**src/rtl/pmc_shift_engine_if.sv**
```systemverilog
// ============================================================================
//  Module      : pmc_shift_engine_if
//  Description : Control, matrix pad and frame-readout bundle of the pixel
//                matrix shift engine.
//  Revision    : 1.0 - initial release
// ============================================================================
`default_nettype none

interface pmc_shift_engine_if #(
  parameter int CH_NUM     = 32,
  parameter int WIDTH      = 16,
  parameter int DIV_W      = 8,
  parameter int FIFO_DEPTH = 4
) ();

  localparam int LEVEL_W = $clog2(FIFO_DEPTH) + 1;

  // Transfer control
  logic                      start;
  logic                      msb_first;
  logic [DIV_W-1:0]          clk_div;
  logic [CH_NUM*WIDTH-1:0]   dout;
  logic                      busy;
  logic                      done;

  // Matrix pads
  logic                      sh;
  logic                      pclk;
  logic [CH_NUM-1:0]         pm_dout;
  logic [CH_NUM-1:0]         pm_din;

  // Captured frame readout
  logic                      rd_valid;
  logic                      rd_ready;
  logic [CH_NUM*WIDTH-1:0]   rd_data;
  logic [LEVEL_W-1:0]        fifo_level;
  logic                      overflow;
  logic                      clr_ovf;

  // Engine side
  modport slave (
    input  start, msb_first, clk_div, dout, pm_din, rd_ready, clr_ovf,
    output busy, done, sh, pclk, pm_dout, rd_valid, rd_data, fifo_level, overflow
  );

  // Register file / pad model side
  modport master (
    output start, msb_first, clk_div, dout, pm_din, rd_ready, clr_ovf,
    input  busy, done, sh, pclk, pm_dout, rd_valid, rd_data, fifo_level, overflow
  );

endinterface

`default_nettype wire

```
**src/rtl/pmc_shift_engine.sv**
```systemverilog
// ============================================================================
//  Module      : pmc_shift_engine
//  Description : Serial shift engine for the pixel matrix. Shifts a parallel
//                CH_NUM x WIDTH frame out on pm_dout under a divided pclk,
//                captures the returning frame from pm_din and buffers it in a
//                first-word fall-through frame FIFO with overflow flagging.
//  Revision    : 1.0 - initial release
// ============================================================================
`default_nettype none

module pmc_shift_engine #(
  parameter int CH_NUM     = 32,
  parameter int WIDTH      = 16,
  parameter int DIV_W      = 8,
  parameter int FIFO_DEPTH = 4
) (
  input  logic                 clk,
  input  logic                 rst_n,
  pmc_shift_engine_if.slave    bus
);

  localparam int FRAME_W = CH_NUM * WIDTH;
  localparam int ADDR_W  = $clog2(FIFO_DEPTH);
  localparam int LEVEL_W = ADDR_W + 1;
  localparam int CNT_W   = $clog2(WIDTH + 1);

  localparam logic [CNT_W-1:0]   LAST_BIT   = CNT_W'(WIDTH - 1);
  localparam logic [LEVEL_W-1:0] FULL_LEVEL = LEVEL_W'(FIFO_DEPTH);

  typedef enum logic [1:0] {
    IDLE  = 2'd0,
    SHIFT = 2'd1,
    DONE  = 2'd2
  } state_t;

  // --------------------------------------------------------------------------
  // Declarations
  // --------------------------------------------------------------------------
  state_t              r_state;
  state_t              w_state_nxt;

  logic                r_busy,  w_busy_nxt;
  logic                r_done,  w_done_nxt;
  logic                r_sh,    w_sh_nxt;
  logic                r_pclk,  w_pclk_nxt;

  logic [DIV_W-1:0]    r_half;      // captured clk_div: phase lasts r_half+1 cycles
  logic [DIV_W-1:0]    r_div_cnt;
  logic                r_phase;     // 0 = low phase, 1 = high phase
  logic                r_msb;
  logic [CNT_W-1:0]    r_bit_cnt;

  logic [WIDTH-1:0]    r_tx_sr [CH_NUM];
  logic [WIDTH-1:0]    r_rx_sr [CH_NUM];
  logic [CH_NUM-1:0]   r_pm_dout;
  logic [FRAME_W-1:0]  w_rx_frame;

  logic                w_load;
  logic                w_phase_end;
  logic                w_rise;
  logic                w_sample;
  logic                w_last;

  logic [FRAME_W-1:0]  r_mem [FIFO_DEPTH];
  logic [ADDR_W-1:0]   r_wr_ptr;
  logic [ADDR_W-1:0]   r_rd_ptr;
  logic [LEVEL_W-1:0]  r_level;
  logic                r_ovf;
  logic                w_push;
  logic                w_pop;
  logic                w_empty;
  logic                w_full;
  logic                w_wr_en;

  // --------------------------------------------------------------------------
  // Bit timing strobes
  // --------------------------------------------------------------------------
  assign w_load      = (r_state == IDLE) && bus.start;
  assign w_phase_end = (r_div_cnt == r_half);
  assign w_rise      = (r_state == SHIFT) && w_phase_end && !r_phase;
  assign w_sample    = (r_state == SHIFT) && w_phase_end &&  r_phase;
  assign w_last      = w_sample && (r_bit_cnt == LAST_BIT);

  // Next state and next values of the registered pad/status outputs
  always_comb begin
    w_state_nxt = r_state;
    w_busy_nxt  = 1'b0;
    w_done_nxt  = 1'b0;
    w_sh_nxt    = 1'b0;
    w_pclk_nxt  = 1'b0;
    case (r_state)
      IDLE: begin
        if (bus.start) begin
          w_state_nxt = SHIFT;
          w_busy_nxt  = 1'b1;
          w_sh_nxt    = 1'b1;
        end
      end
      SHIFT: begin
        w_busy_nxt = 1'b1;
        w_sh_nxt   = 1'b1;
        w_pclk_nxt = r_pclk;
        if (w_rise) begin
          w_pclk_nxt = 1'b1;
        end else if (w_sample) begin
          w_pclk_nxt = 1'b0;
        end
        // Busy stays high through the single DONE cycle
        if (w_last) begin
          w_state_nxt = DONE;
          w_sh_nxt    = 1'b0;
          w_done_nxt  = 1'b1;
        end
      end
      DONE: begin
        w_state_nxt = IDLE;
      end
      default: begin
        w_state_nxt = IDLE;
      end
    endcase
  end

  // State register and registered control outputs
  always_ff @(posedge clk) begin
    if (!rst_n) begin
      r_state <= IDLE;
      r_busy  <= 1'b0;
      r_done  <= 1'b0;
      r_sh    <= 1'b0;
      r_pclk  <= 1'b0;
    end else begin
      r_state <= w_state_nxt;
      r_busy  <= w_busy_nxt;
      r_done  <= w_done_nxt;
      r_sh    <= w_sh_nxt;
      r_pclk  <= w_pclk_nxt;
    end
  end

  // Divider, phase and bit counters; transfer settings captured with start
  always_ff @(posedge clk) begin
    if (!rst_n) begin
      r_half    <= '0;
      r_div_cnt <= '0;
      r_phase   <= 1'b0;
      r_msb     <= 1'b0;
      r_bit_cnt <= '0;
    end else if (w_load) begin
      r_half    <= bus.clk_div;
      r_div_cnt <= '0;
      r_phase   <= 1'b0;
      r_msb     <= bus.msb_first;
      r_bit_cnt <= '0;
    end else if (r_state == SHIFT) begin
      if (w_phase_end) begin
        r_div_cnt <= '0;
        r_phase   <= ~r_phase;
        if (w_sample) begin
          r_bit_cnt <= r_bit_cnt + CNT_W'(1);
        end
      end else begin
        r_div_cnt <= r_div_cnt + DIV_W'(1);
      end
    end
  end

  // Per-channel transmit/receive shift registers; the outgoing bit is
  // presented at start and then updated only when a new low phase begins
  always_ff @(posedge clk) begin
    if (!rst_n) begin
      for (int c = 0; c < CH_NUM; c++) begin
        r_tx_sr[c] <= '0;
        r_rx_sr[c] <= '0;
      end
      r_pm_dout <= '0;
    end else if (w_load) begin
      for (int c = 0; c < CH_NUM; c++) begin
        r_tx_sr[c]   <= bus.dout[c*WIDTH +: WIDTH];
        r_rx_sr[c]   <= '0;
        r_pm_dout[c] <= bus.msb_first ? bus.dout[c*WIDTH + WIDTH - 1]
                                      : bus.dout[c*WIDTH];
      end
    end else if (w_sample) begin
      for (int c = 0; c < CH_NUM; c++) begin
        // First received bit ends up in the MSB (msb-first) or LSB
        if (r_msb) begin
          r_rx_sr[c] <= {r_rx_sr[c][WIDTH-2:0], bus.pm_din[c]};
        end else begin
          r_rx_sr[c] <= {bus.pm_din[c], r_rx_sr[c][WIDTH-1:1]};
        end
        if (!w_last) begin
          if (r_msb) begin
            r_tx_sr[c]   <= r_tx_sr[c] << 1;
            r_pm_dout[c] <= r_tx_sr[c][WIDTH-2];
          end else begin
            r_tx_sr[c]   <= r_tx_sr[c] >> 1;
            r_pm_dout[c] <= r_tx_sr[c][1];
          end
        end
      end
    end
  end

  // Re-pack the received channels into the bus frame layout
  for (genvar c = 0; c < CH_NUM; c++) begin : g_rx_pack
    assign w_rx_frame[c*WIDTH +: WIDTH] = r_rx_sr[c];
  end

  // --------------------------------------------------------------------------
  // Frame FIFO
  // --------------------------------------------------------------------------
  assign w_push  = (r_state == DONE);
  assign w_empty = (r_level == '0);
  assign w_full  = (r_level == FULL_LEVEL);
  assign w_pop   = !w_empty && bus.rd_ready;
  // A simultaneous pop frees the head slot, so a full FIFO still accepts
  assign w_wr_en = w_push && (!w_full || w_pop);

  // Frame storage; contents are qualified by the level so no reset needed
  always_ff @(posedge clk) begin
    if (w_wr_en) begin
      r_mem[r_wr_ptr] <= w_rx_frame;
    end
  end

  // Pointers, level and sticky overflow (a new drop wins over clr_ovf)
  always_ff @(posedge clk) begin
    if (!rst_n) begin
      r_wr_ptr <= '0;
      r_rd_ptr <= '0;
      r_level  <= '0;
      r_ovf    <= 1'b0;
    end else begin
      if (w_wr_en) begin
        r_wr_ptr <= r_wr_ptr + ADDR_W'(1);
      end
      if (w_pop) begin
        r_rd_ptr <= r_rd_ptr + ADDR_W'(1);
      end
      case ({w_wr_en, w_pop})
        2'b10:   r_level <= r_level + LEVEL_W'(1);
        2'b01:   r_level <= r_level - LEVEL_W'(1);
        default: r_level <= r_level;
      endcase
      if (w_push && w_full && !w_pop) begin
        r_ovf <= 1'b1;
      end else if (bus.clr_ovf) begin
        r_ovf <= 1'b0;
      end
    end
  end

  // --------------------------------------------------------------------------
  // Outputs
  // --------------------------------------------------------------------------
  assign bus.busy       = r_busy;
  assign bus.done       = r_done;
  assign bus.sh         = r_sh;
  assign bus.pclk       = r_pclk;
  assign bus.pm_dout    = r_pm_dout;
  assign bus.rd_valid   = !w_empty;
  assign bus.rd_data    = w_empty ? '0 : r_mem[r_rd_ptr];
  assign bus.fifo_level = r_level;
  assign bus.overflow   = r_ovf;

endmodule

`default_nettype wire
```
**src/flat_wrapper.sv**
```systemverilog
// flat-port wrapper written by rule: the top's interface ports become plain ports
module pmc_shift_engine_flat 
#(
  parameter int CH_NUM     = 32,
  parameter int WIDTH      = 16,
  parameter int DIV_W      = 8,
  parameter int FIFO_DEPTH = 4
)
  (clk, rst_n, bus_start, bus_msb_first, bus_clk_div, bus_dout, bus_pm_din, bus_rd_ready, bus_clr_ovf, bus_busy, bus_done, bus_sh, bus_pclk, bus_pm_dout, bus_rd_valid, bus_rd_data, bus_fifo_level, bus_overflow);
  pmc_shift_engine_if #(.CH_NUM(CH_NUM), .WIDTH(WIDTH), .DIV_W(DIV_W), .FIFO_DEPTH(FIFO_DEPTH)) bus_i ();
  input  logic clk;
  input  logic rst_n;
  input wire logic [$bits(bus_i.start)-1:0] bus_start;
  input wire logic [$bits(bus_i.msb_first)-1:0] bus_msb_first;
  input wire logic [$bits(bus_i.clk_div)-1:0] bus_clk_div;
  input wire logic [$bits(bus_i.dout)-1:0] bus_dout;
  input wire logic [$bits(bus_i.pm_din)-1:0] bus_pm_din;
  input wire logic [$bits(bus_i.rd_ready)-1:0] bus_rd_ready;
  input wire logic [$bits(bus_i.clr_ovf)-1:0] bus_clr_ovf;
  output wire logic [$bits(bus_i.busy)-1:0] bus_busy;
  output wire logic [$bits(bus_i.done)-1:0] bus_done;
  output wire logic [$bits(bus_i.sh)-1:0] bus_sh;
  output wire logic [$bits(bus_i.pclk)-1:0] bus_pclk;
  output wire logic [$bits(bus_i.pm_dout)-1:0] bus_pm_dout;
  output wire logic [$bits(bus_i.rd_valid)-1:0] bus_rd_valid;
  output wire logic [$bits(bus_i.rd_data)-1:0] bus_rd_data;
  output wire logic [$bits(bus_i.fifo_level)-1:0] bus_fifo_level;
  output wire logic [$bits(bus_i.overflow)-1:0] bus_overflow;
  assign bus_i.start = bus_start;
  assign bus_i.msb_first = bus_msb_first;
  assign bus_i.clk_div = bus_clk_div;
  assign bus_i.dout = bus_dout;
  assign bus_i.pm_din = bus_pm_din;
  assign bus_i.rd_ready = bus_rd_ready;
  assign bus_i.clr_ovf = bus_clr_ovf;
  assign bus_busy = bus_i.busy;
  assign bus_done = bus_i.done;
  assign bus_sh = bus_i.sh;
  assign bus_pclk = bus_i.pclk;
  assign bus_pm_dout = bus_i.pm_dout;
  assign bus_rd_valid = bus_i.rd_valid;
  assign bus_rd_data = bus_i.rd_data;
  assign bus_fifo_level = bus_i.fifo_level;
  assign bus_overflow = bus_i.overflow;
  pmc_shift_engine #(.CH_NUM(CH_NUM), .WIDTH(WIDTH), .DIV_W(DIV_W), .FIFO_DEPTH(FIFO_DEPTH)) u_core (.clk(clk), .rst_n(rst_n), .bus(bus_i));
endmodule
```
**config.mk**
```make
export PLATFORM = sky130hd
export DESIGN_NAME = pmc_shift_engine_flat
export DESIGN_NICKNAME = d
export VERILOG_FILES = /design/src/rtl/pmc_shift_engine_if.sv /design/src/rtl/pmc_shift_engine.sv /design/src/flat_wrapper.sv
export SDC_FILE = /design/constraint.sdc
export NUM_CORES = 2
export LEC_CHECK = 0
export ABC_CLOCK_PERIOD_IN_PS = 23600
export BUFFER_PORTS_ARGS = -buffer_cell sky130_fd_sc_hd__buf_2
export CORE_MARGIN = 2
export CORE_UTILIZATION = 60
export DETAILED_ROUTE_END_ITERATION = 10
export PLACE_DENSITY = 0.91
export RECOVER_POWER = 25
export SYNTH_ARGS = -nofsm -noshare
export SYNTH_HDL_FRONTEND = slang
export SYNTH_SLANG_ARGS = --single-unit
```
**constraint.sdc**
```tcl
create_clock -name clk -period 23.6 [get_ports clk]
set_clock_uncertainty 0.05 [all_clocks]
set_input_delay 4.72 -clock clk [delete_from_list [all_inputs] [get_ports clk]]
set_output_delay 4.72 -clock clk [all_outputs]
set_load 0.005 [all_outputs]
```
Yosys cells after proc, flatten, opt, wreduce, memory -nomap -nowiden --
Memory sizes are Yosys's and may differ from the RTL's. A register that Yosys moved wholly into a read port is not among the register bits. Index checks and enable logic that the tools add are counted. Widths: inputs -> output; s select.
Word-level totals: logic and storage cells 587, output and inout port bits 553, bits of input ports 558, memories kept 3, flip-flop bits (word level) 69, memory bits (writable) 3072
Operators by class: reductions and logical operators 26, multiplexer cells 333, $add $sub $neg 6, equal/unequal tests 10, bitwise gates (word level) 194
Memories:
- u_core.r_mem | words 4, bits a word 512, rd ports 1, clocked after memory_dff 1, wr ports 1, RTL line pmc_shift_engine.sv:64 | logic [FRAME_W-1:0] r_mem [FIFO_DEPTH];
- u_core.r_rx_sr | words 32, bits a word 16, rd ports 32, clocked after memory_dff 0, wr ports 32, RTL line pmc_shift_engine.sv:54 | logic [WIDTH-1:0] r_rx_sr [CH_NUM];
- u_core.r_tx_sr | words 32, bits a word 16, rd ports 32, clocked after memory_dff 0, wr ports 32, RTL line pmc_shift_engine.sv:53 | logic [WIDTH-1:0] r_tx_sr [CH_NUM];
Operators by type and width (count):
- $mux 16 | 192
- $mux 512 | 1
- $or 1x1->1 | 192
- $mux 1 | 129
- $mux 32 | 2
- $logic_and 1x1->1 | 9
- $add 8x1->8 const B | 1
- $eq 8x8->1 | 1
- $mux 2 | 4
- $mux 8 | 1
- $reduce_and 2->1 | 4
- $reduce_bool 2->1 | 4
- $pmux 3 s2 | 1
- $add 5x1->5 const B | 1
- $eq 5x4->1 const B | 1
- $add 2x1->2 const B | 2
- $eq 2x1->1 const B | 2
- $eq 2x2->1 const B | 2
- $logic_not 1->1 | 4
- $ne 2x1->1 const B | 2
- $pmux 1 s2 | 2
- $pmux 2 s2 | 1
- $add 3x1->3 const B | 1
- $eq 3x3->1 const B | 1
- other kinds (8) | 9

Longest topological paths before layout --
word-level depth 11, gate-level depth with buffers 9, gate-level depth less buffers 9

Worst setup path before layout --
No wires, ideal clock.
path type input-to-reg, from input bus_rd_ready, to memory u_core.r_mem[0][0] in the netlist's numbering (enable), cell stages on the path 3, required time 22.607 ns, library setup time 0.943 ns, path buffers 0, data arrival time 16.875 ns, path slack 5.732 ns, cell sequence nor4b_1 nor3b_1 and2_1
On the way: longest elaborated chain between the ends 5
RTL lines:
- start: declaration | RTL line flat_wrapper.sv:18 | input wire logic [$bits(bus_i.rd_ready)-1:0] bus_rd_ready;
- $logic_and 1x1->1 | RTL line pmc_shift_engine.sv:216 | assign w_pop = !w_empty && bus.rd_ready;
- $logic_or 1x1->1 | RTL line pmc_shift_engine.sv:218 | assign w_wr_en = w_push && (!w_full || w_pop);
- $logic_and 1x1->1 | RTL line pmc_shift_engine.sv:218
- $mux 1 | RTL line pmc_shift_engine.sv:222 | if (w_wr_en) begin
- $mux 1 (not written as such) | RTL line pmc_shift_engine.sv:223 | r_mem[r_wr_ptr] <= w_rx_frame;
- end: declaration | RTL line pmc_shift_engine.sv:64
No other way between the ends.

==> parameters.txt <==
Parameter                              Value

STA
  Sum of negative setup slack ... 0 ps
  Final setup fails ... 0
  Max frequency ... just under 100 MHz
  Rel. slew slack ... -3.587%
  Slew at the pin with the worst max-slew slack ... about 1600 ps
  Setup repair after global routing missed its margin ... false
  Post-route setup slack ... around 13000 ps
  Final number of max-transition violations ... 59
  Final worst path period need ... 10110 ps
  Hold Fails Final Rpt ... 0
  Period utilization ... 42.84%

Run
  MaxCap Viol Count ... 0

Clock tree
  Worst-skew pair later-pin latency ... between 900 and 1000 ps
  CTS resizes ... 0
  H-tree levels ... 5
  # Post-CTS Setup Buffers ... 0
  Number of buffers between clock root and the deepest sink ... 4
  CTS root buf ... sky130_fd_sc_hd__clkbuf_16
  Number of hold-repair buffers added at the cts stage ... 0
  Sinks on Clock Net ... between 3k and 4k
  Clock tree from TritonCTS ... yes
  CTS Buf Count ... 324
  Clock-pin slew reported for the worst setup and hold paths after clock tree synthesis ... about 60 ps

Power and ir drop
  Switching Fraction ... 21.60%
  P_sw ... ~0.0026 W
  Worst ir drop on vdd ... ~77 µV
  Cell internal power dissipation ... roughly 0.0095 W
  Clock share of power ... between 40% and 50%
  Leakage ... between 50 and 60 nW
  Areal power density over the cells ... ~82 nW/µm²
  Seq pwr share ... about 53%
  Comb power frac ... ~4%
  Total design power ... ~0.012 W

Yosys
  Prevailing post-synth register cell ... sky130_fd_sc_hd__edfxtp_1
  Fraction of the yosys area taken by sequential cells ... between 70% and 80%
  Netlist area before placement ... 129600 µm²
  Warnings, synthesis ... 0
  Share of the synthesized area in the top cell type ... a little under three quarters
  Cell count after synthesis ... approximately 7.2k
  Ys async rst share ... 0%
  Post-synth EDFFs ... around 3.1k
  Number of nets in the synthesized netlist ... 7808
  Number of synthesized register bits ... between 3k and 4k
  Leading cell types by count after synthesis ... sky130_fd_sc_hd__edfxtp_1 (3072), sky130_fd_sc_hd__mux2i_1 (789), sky130_fd_sc_hd__nor2_1 (752)
  Mean instance size in the synthesized netlist ... 17.89 µm²
  Distinct cell type count of the synthesized netlist ... 46
  Cell type contributing the most total cell area after synthesis ... sky130_fd_sc_hd__edfxtp_1
  Most instantiated library cell after synthesis ... sky130_fd_sc_hd__edfxtp_1
  Synth area leaders ... sky130_fd_sc_hd__edfxtp_1 (71%), sky130_fd_sc_hd__mux4_2 (8.9%), sky130_fd_sc_hd__mux2i_1 (6.1%)

GRT
  Maximum number of pins on one net before global-route repair ... between 200 and 250
  Global-route wire length before repair ... around 540 mm
  Aggregate global-route resource usage ... 33.56%
  Residual overflow from global routing ... 0
  Number of global-route vias before repair ... around 76k
  Initial antenna violation count ... ~120

Floorplan
  Area inside the core boundary ... approximately 210000 µm²
  Site row count ... 170
  Die boundary width ... roughly 470 µm
  Starting density of the core ... between 60% and 70%
  Area of the die ... roughly 220000 µm²
  I/O Pins ... between 1k and 1.5k
  Overall die height ... roughly 470 µm

Worst setup path
  Depth of the worst register-to-register path ... 8
  Data arrival time of the critical path ... 5340 ps
  Critical path type ... register to primary output
  Startpoint type of the worst setup path ... register
  CP Data Required Time ... about 19000 ps
  Largest fanout of any net on the critical path ... ~110
  Sort of element at the end of the critical path ... primary output

Placed design
  Detailed placer's ending HPWL ... about 220 mm
  Buffers on Ports ... around 1.1k
  Setup slack after placement ... 14250 ps
  GPL Wtd Cong ... ~1

Finish
  Area growth syn-to-layout ... 14.41%
  Fraction of layout instances using a drive strength above 1 ... 28.47%
  Fin util ... approximately 70%
  Final net count ... between 8k and 9k
  Filler cell count ... between 10k and 15k

Detailed routing
  Post-route ant nets ... 0
  Final WL ... 374.3 mm
  Drc violations ... 0
  Via-to-Cell Ratio ... between 6 and 7
  Via count ... slightly below 80k
  Wire length per cell after detailed routing ... 32.84 µm
  Iteration-0 DRC count of the detailed router ... about 11k
  DR pass1 iterations ... 8

Status
  Status ... complete, but fails checks
  Violated checks ... max-slew violations

Hold path
  Class of the tightest hold or removal check ... register to register
  Cell depth of the worst hold path ... 2
-- cells in the final DEF (no fill, tap or decap), types with 4 or more instances in the layout --
master	n
sky130_fd_sc_hd__edfxtp_1	3072
sky130_fd_sc_hd__buf_2	1109
sky130_fd_sc_hd__mux2i_1	789
sky130_fd_sc_hd__nor2_1	750
sky130_fd_sc_hd__and2_1	513
sky130_fd_sc_hd__mux4_2	512
sky130_fd_sc_hd__clkbuf_16	334
sky130_fd_sc_hd__mux2_2	238
sky130_fd_sc_hd__a22oi_1	210
sky130_fd_sc_hd__o2bb2ai_1	196
sky130_fd_sc_hd__diode_2	74
sky130_fd_sc_hd__buf_4	69
sky130_fd_sc_hd__dfxtp_1	68
sky130_fd_sc_hd__nand2_1	66
sky130_fd_sc_hd__a22o_1	64
sky130_fd_sc_hd__clkbuf_1	61
sky130_fd_sc_hd__clkinv_1	60
sky130_fd_sc_hd__nand4_1	58
sky130_fd_sc_hd__o21ai_0	43
sky130_fd_sc_hd__clkinv_2	38
sky130_fd_sc_hd__bufinv_16	37
sky130_fd_sc_hd__o311ai_0	28
sky130_fd_sc_hd__xnor2_1	18
sky130_fd_sc_hd__a21oi_1	17
sky130_fd_sc_hd__buf_12	16
sky130_fd_sc_hd__nand3_1	12
sky130_fd_sc_hd__inv_1	10
sky130_fd_sc_hd__inv_6	9
sky130_fd_sc_hd__clkinvlp_4	9
sky130_fd_sc_hd__ha_1	8
sky130_fd_sc_hd__xor2_1	6
sky130_fd_sc_hd__clkbuf_8	6
sky130_fd_sc_hd__nor3_4	4
sky130_fd_sc_hd__and2_4	4
sky130_fd_sc_hd__o22a_1	4
sky130_fd_sc_hd__clkinv_4	4
-- flip-flops by register name, summed over array words and instances, names as in the netlist, named ones only --
signal and cells:
u_core.r_rd_ptr 2, u_core.bus.pclk 1, u_core.bus.overflow 1, u_core.r_half 8, u_core.r_tx_sr 512, u_core.r_msb 1, u_core.r_div_cnt 8, u_core.r_wr_ptr 2
u_core.r_bit_cnt 5, u_core.bus.done 1, u_core.bus.fifo_level 3, u_core.r_state 2, u_core.r_mem 2048, u_core.bus.busy 1, u_core.r_phase 1, u_core.bus.sh 1
u_core.bus.pm_dout 32, u_core.r_rx_sr 512
-- critical path, stage by stage, from the launching register on --
cell and delay (ps):
sky130_fd_sc_hd__dfxtp_4 730, sky130_fd_sc_hd__buf_12 630, sky130_fd_sc_hd__buf_12 760, sky130_fd_sc_hd__buf_4 960
sky130_fd_sc_hd__mux4_2 640, sky130_fd_sc_hd__and2_1 210, sky130_fd_sc_hd__buf_2 140
-- cells by family (layout without fill, tap and decap cells) --
| family | count (synthesis) | count (layout) | share of synthesized area, % |
|---|---|---|---|
| adders and majority gates | 9 | 9 | 0.09270 |
| xor gates and xnor gates | 24 | 24 | 0.1622 |
| and+or+nand+nor | 1439 | 1439 | 5.387 |
| AOI/OAI and AO/OA | 565 | 565 | 3.441 |
| other | 0 | 74 | 0 |
| muxes | 1539 | 1539 | 17.06 |
| DFF | 3143 | 3143 | 72.29 |
| buffers and inverters | 522 | 1765 | 1.563 |
-- per-layer routing --
metal	part of all wire [%]	track usage, %
met5	0.13	0
met4	6.5	19.06
met3	12	8.405
met2	48	52.82
met1	34	42.94
-- stage by stage --
step / hold slack, ps / instances / area (µm²)
finish: 417.3 / 11396 / 148300
global route: 440.9 / 11372 / 148200
CTS: 417.5 / 11322 / 148100
detailed placement: 408.7 / 10762 / 137600
global placement: 409.4 / 10762 / 137600
floorplan: 398.8 / 7241 / 129600
-- worst paths after layout --
check	start	end	slack (ps)
worst max register to register	u_core.r_msb	u_core.r_rx_sr[0][132]	16510
worst min register to register	u_core.bus.pm_dout[13]	u_core.bus.pm_dout[13]	420
worst max-delay path	register	bus_rd_data[22]	13490
worst min-delay path	u_core.bus.pm_dout[13]	u_core.bus.pm_dout[13]	420
-- power by group through the flow --
| stage | logic (W) | registers [W] | clock network, W |
|---|---|---|---|
| global route | 0.000519 | 0.00649 | 0.00539 |
| CTS | 0.000481 | 0.00647 | 0.00519 |
| floorplan | 0.000319 | 0.00652 | 0 |
| detailed placement | 0.000471 | 0.00658 | 0 |
| finish | 0.000490 | 0.00648 | 0.00517 |
| global placement | 0.000454 | 0.00656 | 0 |
-- final cells by class --
class                   instances  area [µm²]  area share, %
diodes                         74       185.2         0.1249
multi-input cells            3576       33980          22.92
flip-flops and latches       3143       93680          63.19
inverters                      11       48.80        0.03291
clock inverters               159        1749          1.180
well taps                    2838        3551          2.395
clock buffers                 401        8670          5.848
repair buffers               1194        6389          4.309
No activity file was read; power rests on OpenSTA's default activity.
